===== config.mk =====
export PLATFORM = sky130hd
export DESIGN_NAME = leaf_message_responder
export DESIGN_NICKNAME = d
export VERILOG_FILES = /design/src/rtl/leaf_message_responder.sv
export SDC_FILE = /design/constraint.sdc
export NUM_CORES = 1
export LEC_CHECK = 0
export CAP_MARGIN = 20
export CORE_MARGIN = 2
export CORE_UTILIZATION = 43
export DETAILED_ROUTE_END_ITERATION = 7
export PLACE_DENSITY = 0.87
export SKIP_LAST_GASP = 1
export SLEW_MARGIN = 20
export SYNTH_ARGS = -nofsm -noshare
export SYNTH_HDL_FRONTEND = slang
export SYNTH_SLANG_ARGS = --single-unit
export TNS_END_PERCENT = 5

===== constraint.sdc =====
create_clock -name clk -period 3.35 [get_ports clk]
set_clock_uncertainty 0.05 [all_clocks]
set_input_delay 0.8375 -clock clk [delete_from_list [all_inputs] [get_ports clk]]
set_output_delay 0.8375 -clock clk [all_outputs]
set_load 0.05 [all_outputs]

===== src/rtl/leaf_message_responder.sv =====
// Leaf endpoint of the root-hub control protocol. It accepts START and measurement-header
// words, launches and times one decode per header, and returns a single result word.
module leaf_message_responder #(
  parameter logic [7:0] LEAF_ID                 = 8'd1,
  parameter logic [7:0] START_DECODING_MSG      = 8'd1,
  parameter logic [7:0] MEASUREMENT_DATA_HEADER = 8'd2,
  parameter logic [7:0] RESULT_MSG              = 8'd3,
  parameter logic [7:0] REPORTING_LEAF_ID       = 8'd1
) (
  input  logic        clk,
  input  logic        reset,
  input  logic [63:0] rx_data,
  input  logic        rx_valid,
  output logic        rx_ready,
  output logic [63:0] tx_data,
  output logic        tx_valid,
  input  logic        tx_ready,
  output logic        decoder_start,
  output logic        fusion_stage,
  output logic        measurement_fusion_on,
  output logic        multi_fpga_run,
  input  logic        decoder_done,
  input  logic [7:0]  decoder_iterations
);

  typedef enum logic [1:0] {IDLE, WAIT_MEAS, DECODE, SEND_RESULT} state_e;

  typedef struct packed {
    logic [7:0]  dest;
    logic [7:0]  src;
    logic [7:0]  iter;
    logic [15:0] cyc;
    logic [15:0] rsvd;
    logic [7:0]  mtype;
  } result_t;

  state_e      state_q, state_d;
  logic        rx_ready_q, rx_ready_d;
  logic        tx_valid_q, tx_valid_d;
  logic [63:0] tx_data_q, tx_data_d;
  logic        decoder_start_q, decoder_start_d;
  logic        fusion_stage_q, fusion_stage_d;
  logic        fusion_on_q, fusion_on_d;
  logic        multi_q, multi_d;
  logic        exp_stage_q, exp_stage_d;
  logic [15:0] cyc_acc_q, cyc_acc_d;
  logic [7:0]  iter_acc_q, iter_acc_d;

  logic        rx_fire, addressed, is_start, is_hdr;
  logic [8:0]  iter_sum;
  result_t     result;

  // Bits of the incoming word the protocol leaves unused at the leaf.
  logic unused_rx_bits;
  assign unused_rx_bits = ^{rx_data[55:48], rx_data[39:2]};

  assign rx_fire   = rx_valid && rx_ready_q;
  assign addressed = (rx_data[63:56] == 8'hff) || (rx_data[63:56] == LEAF_ID);
  assign is_start  = rx_fire && addressed && (rx_data[47:40] == START_DECODING_MSG);
  assign is_hdr    = rx_fire && addressed && (rx_data[47:40] == MEASUREMENT_DATA_HEADER);
  assign iter_sum  = {1'b0, iter_acc_q} + {1'b0, decoder_iterations};

  always_comb begin
    state_d         = state_q;
    fusion_stage_d  = fusion_stage_q;
    fusion_on_d     = fusion_on_q;
    multi_d         = multi_q;
    exp_stage_d     = exp_stage_q;
    cyc_acc_d       = cyc_acc_q;
    iter_acc_d      = iter_acc_q;
    decoder_start_d = 1'b0;

    case (state_q)
      IDLE, WAIT_MEAS: begin
        if (is_start) begin
          fusion_on_d = rx_data[1];
          multi_d     = rx_data[0];
          cyc_acc_d   = '0;
          iter_acc_d  = '0;
          exp_stage_d = 1'b0;
          state_d     = WAIT_MEAS;
        end else if (is_hdr && state_q == WAIT_MEAS && rx_data[0] == exp_stage_q) begin
          fusion_stage_d  = rx_data[0];
          decoder_start_d = 1'b1;
          state_d         = DECODE;
        end
      end
      DECODE: begin
        if (cyc_acc_q != 16'hffff) cyc_acc_d = cyc_acc_q + 16'd1;
        // The done pulse cannot belong to this decode in its launch cycle.
        if (decoder_done && !decoder_start_q) begin
          iter_acc_d = iter_sum[8] ? 8'hff : iter_sum[7:0];
          if (fusion_on_q && !fusion_stage_q) begin
            exp_stage_d = 1'b1;
            state_d     = WAIT_MEAS;
          end else if (multi_q && (LEAF_ID != REPORTING_LEAF_ID)) begin
            state_d = IDLE;
          end else begin
            state_d = SEND_RESULT;
          end
        end
      end
      SEND_RESULT: begin
        if (tx_valid_q && tx_ready) state_d = IDLE;
      end
      default: state_d = IDLE;
    endcase

    result.dest  = 8'h00;
    result.src   = LEAF_ID;
    result.iter  = iter_acc_d;
    result.cyc   = cyc_acc_d;
    result.rsvd  = 16'h0000;
    result.mtype = RESULT_MSG;

    rx_ready_d = (state_d == IDLE) || (state_d == WAIT_MEAS);
    tx_valid_d = (state_d == SEND_RESULT);
    tx_data_d  = tx_data_q;
    if (state_d == SEND_RESULT && state_q != SEND_RESULT) tx_data_d = result;
  end

  always_ff @(posedge clk) begin
    if (reset) begin
      state_q         <= IDLE;
      rx_ready_q      <= 1'b0;
      tx_valid_q      <= 1'b0;
      tx_data_q       <= '0;
      decoder_start_q <= 1'b0;
      fusion_stage_q  <= 1'b0;
      fusion_on_q     <= 1'b0;
      multi_q         <= 1'b0;
      exp_stage_q     <= 1'b0;
      cyc_acc_q       <= '0;
      iter_acc_q      <= '0;
    end else begin
      state_q         <= state_d;
      rx_ready_q      <= rx_ready_d;
      tx_valid_q      <= tx_valid_d;
      tx_data_q       <= tx_data_d;
      decoder_start_q <= decoder_start_d;
      fusion_stage_q  <= fusion_stage_d;
      fusion_on_q     <= fusion_on_d;
      multi_q         <= multi_d;
      exp_stage_q     <= exp_stage_d;
      cyc_acc_q       <= cyc_acc_d;
      iter_acc_q      <= iter_acc_d;
    end
  end

  assign rx_ready              = rx_ready_q;
  assign tx_valid              = tx_valid_q;
  assign tx_data               = tx_data_q;
  assign decoder_start         = decoder_start_q;
  assign fusion_stage          = fusion_stage_q;
  assign measurement_fusion_on = fusion_on_q;
  assign multi_fpga_run        = multi_q;

endmodule


## Word level (Yosys, flattened, before mapping)

Cells that the tools add are included.

- Bits in registers: 60
- Logic and storage cells: 70

- $add $sub $neg: 2
- Muxes and demuxes: 18
- Reduce and logical (&&, ||, !) cells: 22
- Equal/unequal tests: 15
- Bitwise logic cells: 2

Operators by type and width:

| operator | count |
|---|---|
| $mux W16 | 2 |
| $pmux W16 S2 | 1 |
| $mux W8 | 3 |
| $add A16 B1 Y16 const B | 1 |
| $eq A8 B1 Y1 const B | 2 |
| $ne A16 B16 Y1 const B | 1 |
| $pmux W8 S2 | 1 |
| $logic_and A1 B1 Y1 | 10 |
| $mux W2 | 5 |
| $add A8 B8 Y9 | 1 |
| $eq A8 B2 Y1 const B | 1 |
| $eq A8 B8 Y1 const B | 1 |
| $ne A2 B2 Y1 const B | 4 |
| $eq A2 B2 Y1 const B | 3 |
| $pmux W2 S3 | 1 |
| $eq A2 B1 Y1 const B | 2 |
| $logic_not A2 Y1 | 2 |
| $mux W1 | 4 |
| $reduce_and A4 Y1 | 1 |
| $reduce_and A3 Y1 | 1 |
| $reduce_or A3 Y1 | 1 |
| $logic_not A1 Y1 | 2 |
| $logic_or A1 B1 Y1 | 2 |
| $not A1 Y1 | 2 |
| 5 further kinds | 5 |

## Longest topological paths before layout

Gate-level depths: netlist (run 1).

- Depth after elaboration: 11
- Mapped depth: 8
- Mapped depth without buffers: 7

## Worst setup path before layout (run 1)

No wires, ideal clock.

- Path kind: input -> register
- Start point: input port decoder_iterations[0]
- End point: register iter_acc_q[0]
- Path buffers: 1
- Library setup time: 0.130 ns
- Slack: 0.632 ns
- Stages: 8
- Arrival time: 2.538 ns
- Data required time: 3.170 ns
- Cell sequence: ha_1 -> fa_1 -> a211o_1 -> nand3_1 -> nand2_1 -> clkbuf_1 -> o32ai_1 -> o21ai_0

- Longest elaborated chain between the ends: 4

Ends and longest elaborated chain:

| what | line | RTL |
|---|---|---|
| start: declaration | 23 | `input logic [7:0] decoder_iterations` |
| $add A8 B8 Y9 | 61 | `assign iter_sum = {1'b0, iter_acc_q} + {1'b0, decoder_iterations};` |
| $mux W8 | 92 | `iter_acc_d = iter_sum[8] ? 8'hff : iter_sum[7:0];` |
| $mux W8 | 91 | `if (decoder_done && !decoder_start_q) begin` |
| $pmux W8 S2 | 73 | `case (state_q)` |
| end signal: assignment | 146 | `iter_acc_q <= iter_acc_d;` |
| end: declaration | 47 | `logic [7:0] iter_acc_q, iter_acc_d;` |

Every way passes these cells.
A chain may end at the register's enable or synchronous reset.

## Worst setup path after layout (run 1)

- Start point: input port decoder_iterations[0]
- End point: register tx_data_q[41] (netlist: tx_data[41])

- Longest elaborated chain between the ends: 4

Ends and longest elaborated chain:

| what | line | RTL |
|---|---|---|
| $add A8 B8 Y9 | 61 |  |
| $mux W8 | 92 |  |
| $mux W8 | 91 |  |
| $pmux W8 S2 | 73 |  |
| end signal: assignment | 139 | `tx_data_q <= tx_data_d;` |
| end: declaration | 40 | `logic [63:0] tx_data_q, tx_data_d;` |

Every way passes these cells.

==> results of run 1 <==
==> power groups by stage <==
stage          sequential [W]  combinational, W  clock [W]
2_1_floorplan        0.000708          0.000164          0
3_3_place_gp         0.000706          0.000181          0
3_5_place_dp         0.000706          0.000184          0
4_1_cts              0.000690          0.000185   0.000653
5_1_grt              0.000690          0.000196   0.000682
6_report             0.000690          0.000186   0.000649
==> registers in the layout, summed over array words and instances (netlist names) <==
name                   count
decoder_start              1
tx_data                   25
tx_valid                   1
multi_fpga_run             1
rx_ready                   1
fusion_stage               1
cyc_acc_q                 16
measurement_fusion_on      1
exp_stage_q                1
iter_acc_q                 8
state_q                    2
==> worst register-to-register path, cell delays in order, from the launching register on <==
cell and delay [ps]:
dfxtp_1 420, ha_1 300, nand4_1 270, or4_1 730, nand4_1 190, nand3_1 110
a311oi_1 270
==> cell families (layout without fill, tap and decap cells) <==
kind of cell               count (synthesis)  count (layout)
AOI/OAI and AO/OA                         97              97
buffers and inverters                     67              93
and+or+nand+nor                          171             171
xor gates and xnor gates                   8               8
adders and majority gates                 10              10
other                                      1              37
muxes                                      4               4
DFF                                       58              58
==> cell type report <==
class | instances | area share [%]
multi-input combinational | 327 | 47.49
sequential | 58 | 27.46
timing repair buffer | 73 | 16.98
clock buffer | 11 | 3.580
tap | 102 | 3.018
clock inverter | 3 | 0.9467
inverter | 6 | 0.5325
==> cell usage in the layout (no fill, tap or decap), types with 4 or more instances in the layout <==
cell,synthesis,final
o21ai_0,16,16
ha_1,9,9
nor4_1,5,5
xnor2_1,5,5
buf_4,39,9
a211oi_1,9,9
nand3_1,16,16
o311ai_0,4,4
mux2i_1,4,4
a21oi_1,26,26
o211ai_1,7,7
a311oi_1,6,6
nor2_1,46,45
o32ai_1,5,5
nand3b_1,5,5
dfxtp_1,58,58
nand2b_1,11,11
nand4_1,9,9
nand2_1,25,25
inv_1,6,6
nor2b_1,7,7
clkdlybuf4s50_1,0,63
clkbuf_8,0,11
nor3_1,13,13
conb_1,1,37
==> per-layer routing <==
metal	track usage, %	vias to the layer above	routed length [um]
li1	-	1575	-
met5	0	-	0
met4	8.701	0	161
met3	4.512	15	692
met1	22.58	1535	3500
met2	34.05	166	4067
==> stage by stage <==
step	worst slack (ps)	power (W)	cell area, um2	hold slack (ps)	utilization (%)
after floorplan	631.8	0.0008719	3573	401.6	-
after global placement	212.3	0.0008870	4038	392.9	52.25
after detailed placement	173.5	0.0008893	4038	399.3	52.25
after CTS	516.6	0.001528	4229	407.6	54.73
after global routing	418.8	0.001568	4229	427.8	54.73
final	496.9	0.001525	4229	406.6	54.73
==> path summary, 6_finish.rpt <==
check / to / slack (ps)
worst max-delay path: tx_data[41] / 500
worst min-delay path: multi_fpga_run / 410
worst max register to register: tx_data[33] / 920
worst min register to register: multi_fpga_run / 410
==> flow_metrics.py, run 1 <==
metrics = {
    "cts": {
        "clk_latency_ps": 340,
        "cts_sinks": 58,
        "cts-hold-fix-buffers": 0,
        "cts-buffers-inserted": 9,
        "clockRootBuffer": "clkbuf_8",
        "cts.repair.resized": 0,
        "cts_buffer_depth": 2,
        "clk_pin_slew_worst_paths_ps": 60,
        "postCtsSetupBuffers": 0,
        "htree_levels": 3,
        "cts_tree": "done",
    },
    "floorplan": {
        "ioPinCount": 147,
        "die_w_um": 93.42,
        "num_rows": 32,
        "die_h_um": 93.42,
        "coreArea_mm2": 0.007727,
        "dieArea_mm2": 0.008727,
        "start_util_pct": 44.49,
    },
    "hold_path": {
        "hp-class": "reg2reg",
        "hold_start": "multi_fpga_run",
        "holdPathStages": 2,
    },
    "drt": {
        "routed_via_density": 5.674,
        "via_count": 3291,
        "drtIter0Drc": 125,
        "antenna_left": 0,
        "drc": 0,
        "firstDrtPassIters": 5,
        "wire_per_inst_um": 14.52,
        "finalWirelength_um": 8422,
    },
    "yosys": {
        "synthAdderAreaFrac_pct": 3.857,
        "synth_top_cell_by_area": "dfxtp_1",
        "synth-edff-count": 0,
        "synthMuxAreaShare_pct": 1.164,
        "synth_top_family_by_area": "simple AND/OR/NAND/NOR gates",
        "async_flop_share_pct": 0,
        "ys_seq_elements": 58,
        "synth_common_cells": "dfxtp_1 (58), nor2_1 (46), buf_4 (39)",
        "postSynthAreaPerCell_um2": 8.265,
        "yosysMostFrequentCell": "dfxtp_1",
        "ys_seq_area_share_pct": 33.77,
        "synth_simple_gate_area_share_pct": 27.73,
        "netlist_area_mm2": 0.003438,
        "ys_types": 62,
        "synth_cells": 416,
        "yosysWarnings": 0,
        "yosys-top-cells-area": "dfxtp_1 (34%), buf_4 (8.5%), nor2_1 (5.0%)",
        "ys.flop_type": "dfxtp_1",
        "synth_top_area_share_pct": 33.77,
        "synth-compound-area-share_pct": 19.51,
        "synth_xor_area_share_pct": 2.038,
    },
    "final_layout": {
        "n_antenna_cell": 0,
        "layout-drive-gt1-share_pct": 8.159,
        "final.fill_count": 705,
        "nets": 562,
        "regArea_mm2": 0.001161,
        "finalNonFillerCells": 580,
        "multi_input_area_mm2": 0.002008,
        "syn_to_final_growth_pct": 23.00,
    },
    "job": {
        "maxCapViolCount": 0,
    },
    "critical_path": {
        "crit_arrival_ps": 3030,
        "slowest_stage": "clkdlybuf4s50_1",
        "crit_buf_inv": 2,
        "cp.depth": 9,
        "max_stage_delay_ps": 420,
        "startpoint": "decoder_iterations[0]",
        "worstPathRequired_ps": 3520,
        "regToRegStartpoint": "cyc_acc_q[1]",
        "path_cells": "clkdlybuf4s50_1, ha_1, fa_1, a211o_1, nand3_1, nand2_1, buf_12, nor4_1, nor3_1",
        "startpoint_type": "primary input",
        "crit_path_end_kind": "flip-flop",
        "critPathKind": "in2reg",
        "path_delay_family": "adder cells",
        "crit_fanout": 15,
        "r2r_cells": 6,
    },
    "grt": {
        "grt_pass1_wl_um": 13570,
        "antenna_found_initial": 0,
        "grt_start_max_net_pins": 33,
        "grt_use_total_pct": 19.50,
        "grt_pass1_vias": 3047,
        "grt_overflow": 0,
    },
    "timing": {
        "rsz0062_at_grt": "no",
        "period_minus_slack_ps": 2853,
        "final_max_slew_viol_count": 0,
        "finalCritPeriodShare_pct": 85.17,
        "hold_viol": 0,
        "worst_pin_slew_ps": 604.6,
        "fmax_mhz": 350.5,
        "setup_tns_ps": 0,
        "relSlewSlack_pct": 59.25,
        "setup_violations": 0,
    },
    "placed_design": {
        "place_hpwl_um": 6126,
        "place.port_buffers": 63,
        "place_inst": 566,
        "place.gp.congestion": 0.9107,
    },
    "power": {
        "power_frac_seq_pct": 45.3,
        "pwr-share-clk_pct": 42.5,
        "comb_power_share_pct": 12.2,
        "p_leak_nw": 1.508,
        "internal-power_w": 0.001114,
        "power_density_mw_per_mm2": 360.7,
        "switching_power_w": 0.0004109,
        "ir_drop_v": 0.0001851,
        "sw_frac_of_total_pct": 26.94,
    },
    "outcome": {
        "status": "completed",
    },
}
No activity file was read; power rests on OpenSTA's default activity.
==> run 2: changes to the inputs <==
Settings changed: TNS_END_PERCENT 5 to unset.
==> results of run 2 <==
No change in the layout: final DEF, timing and power equal those of run 1.
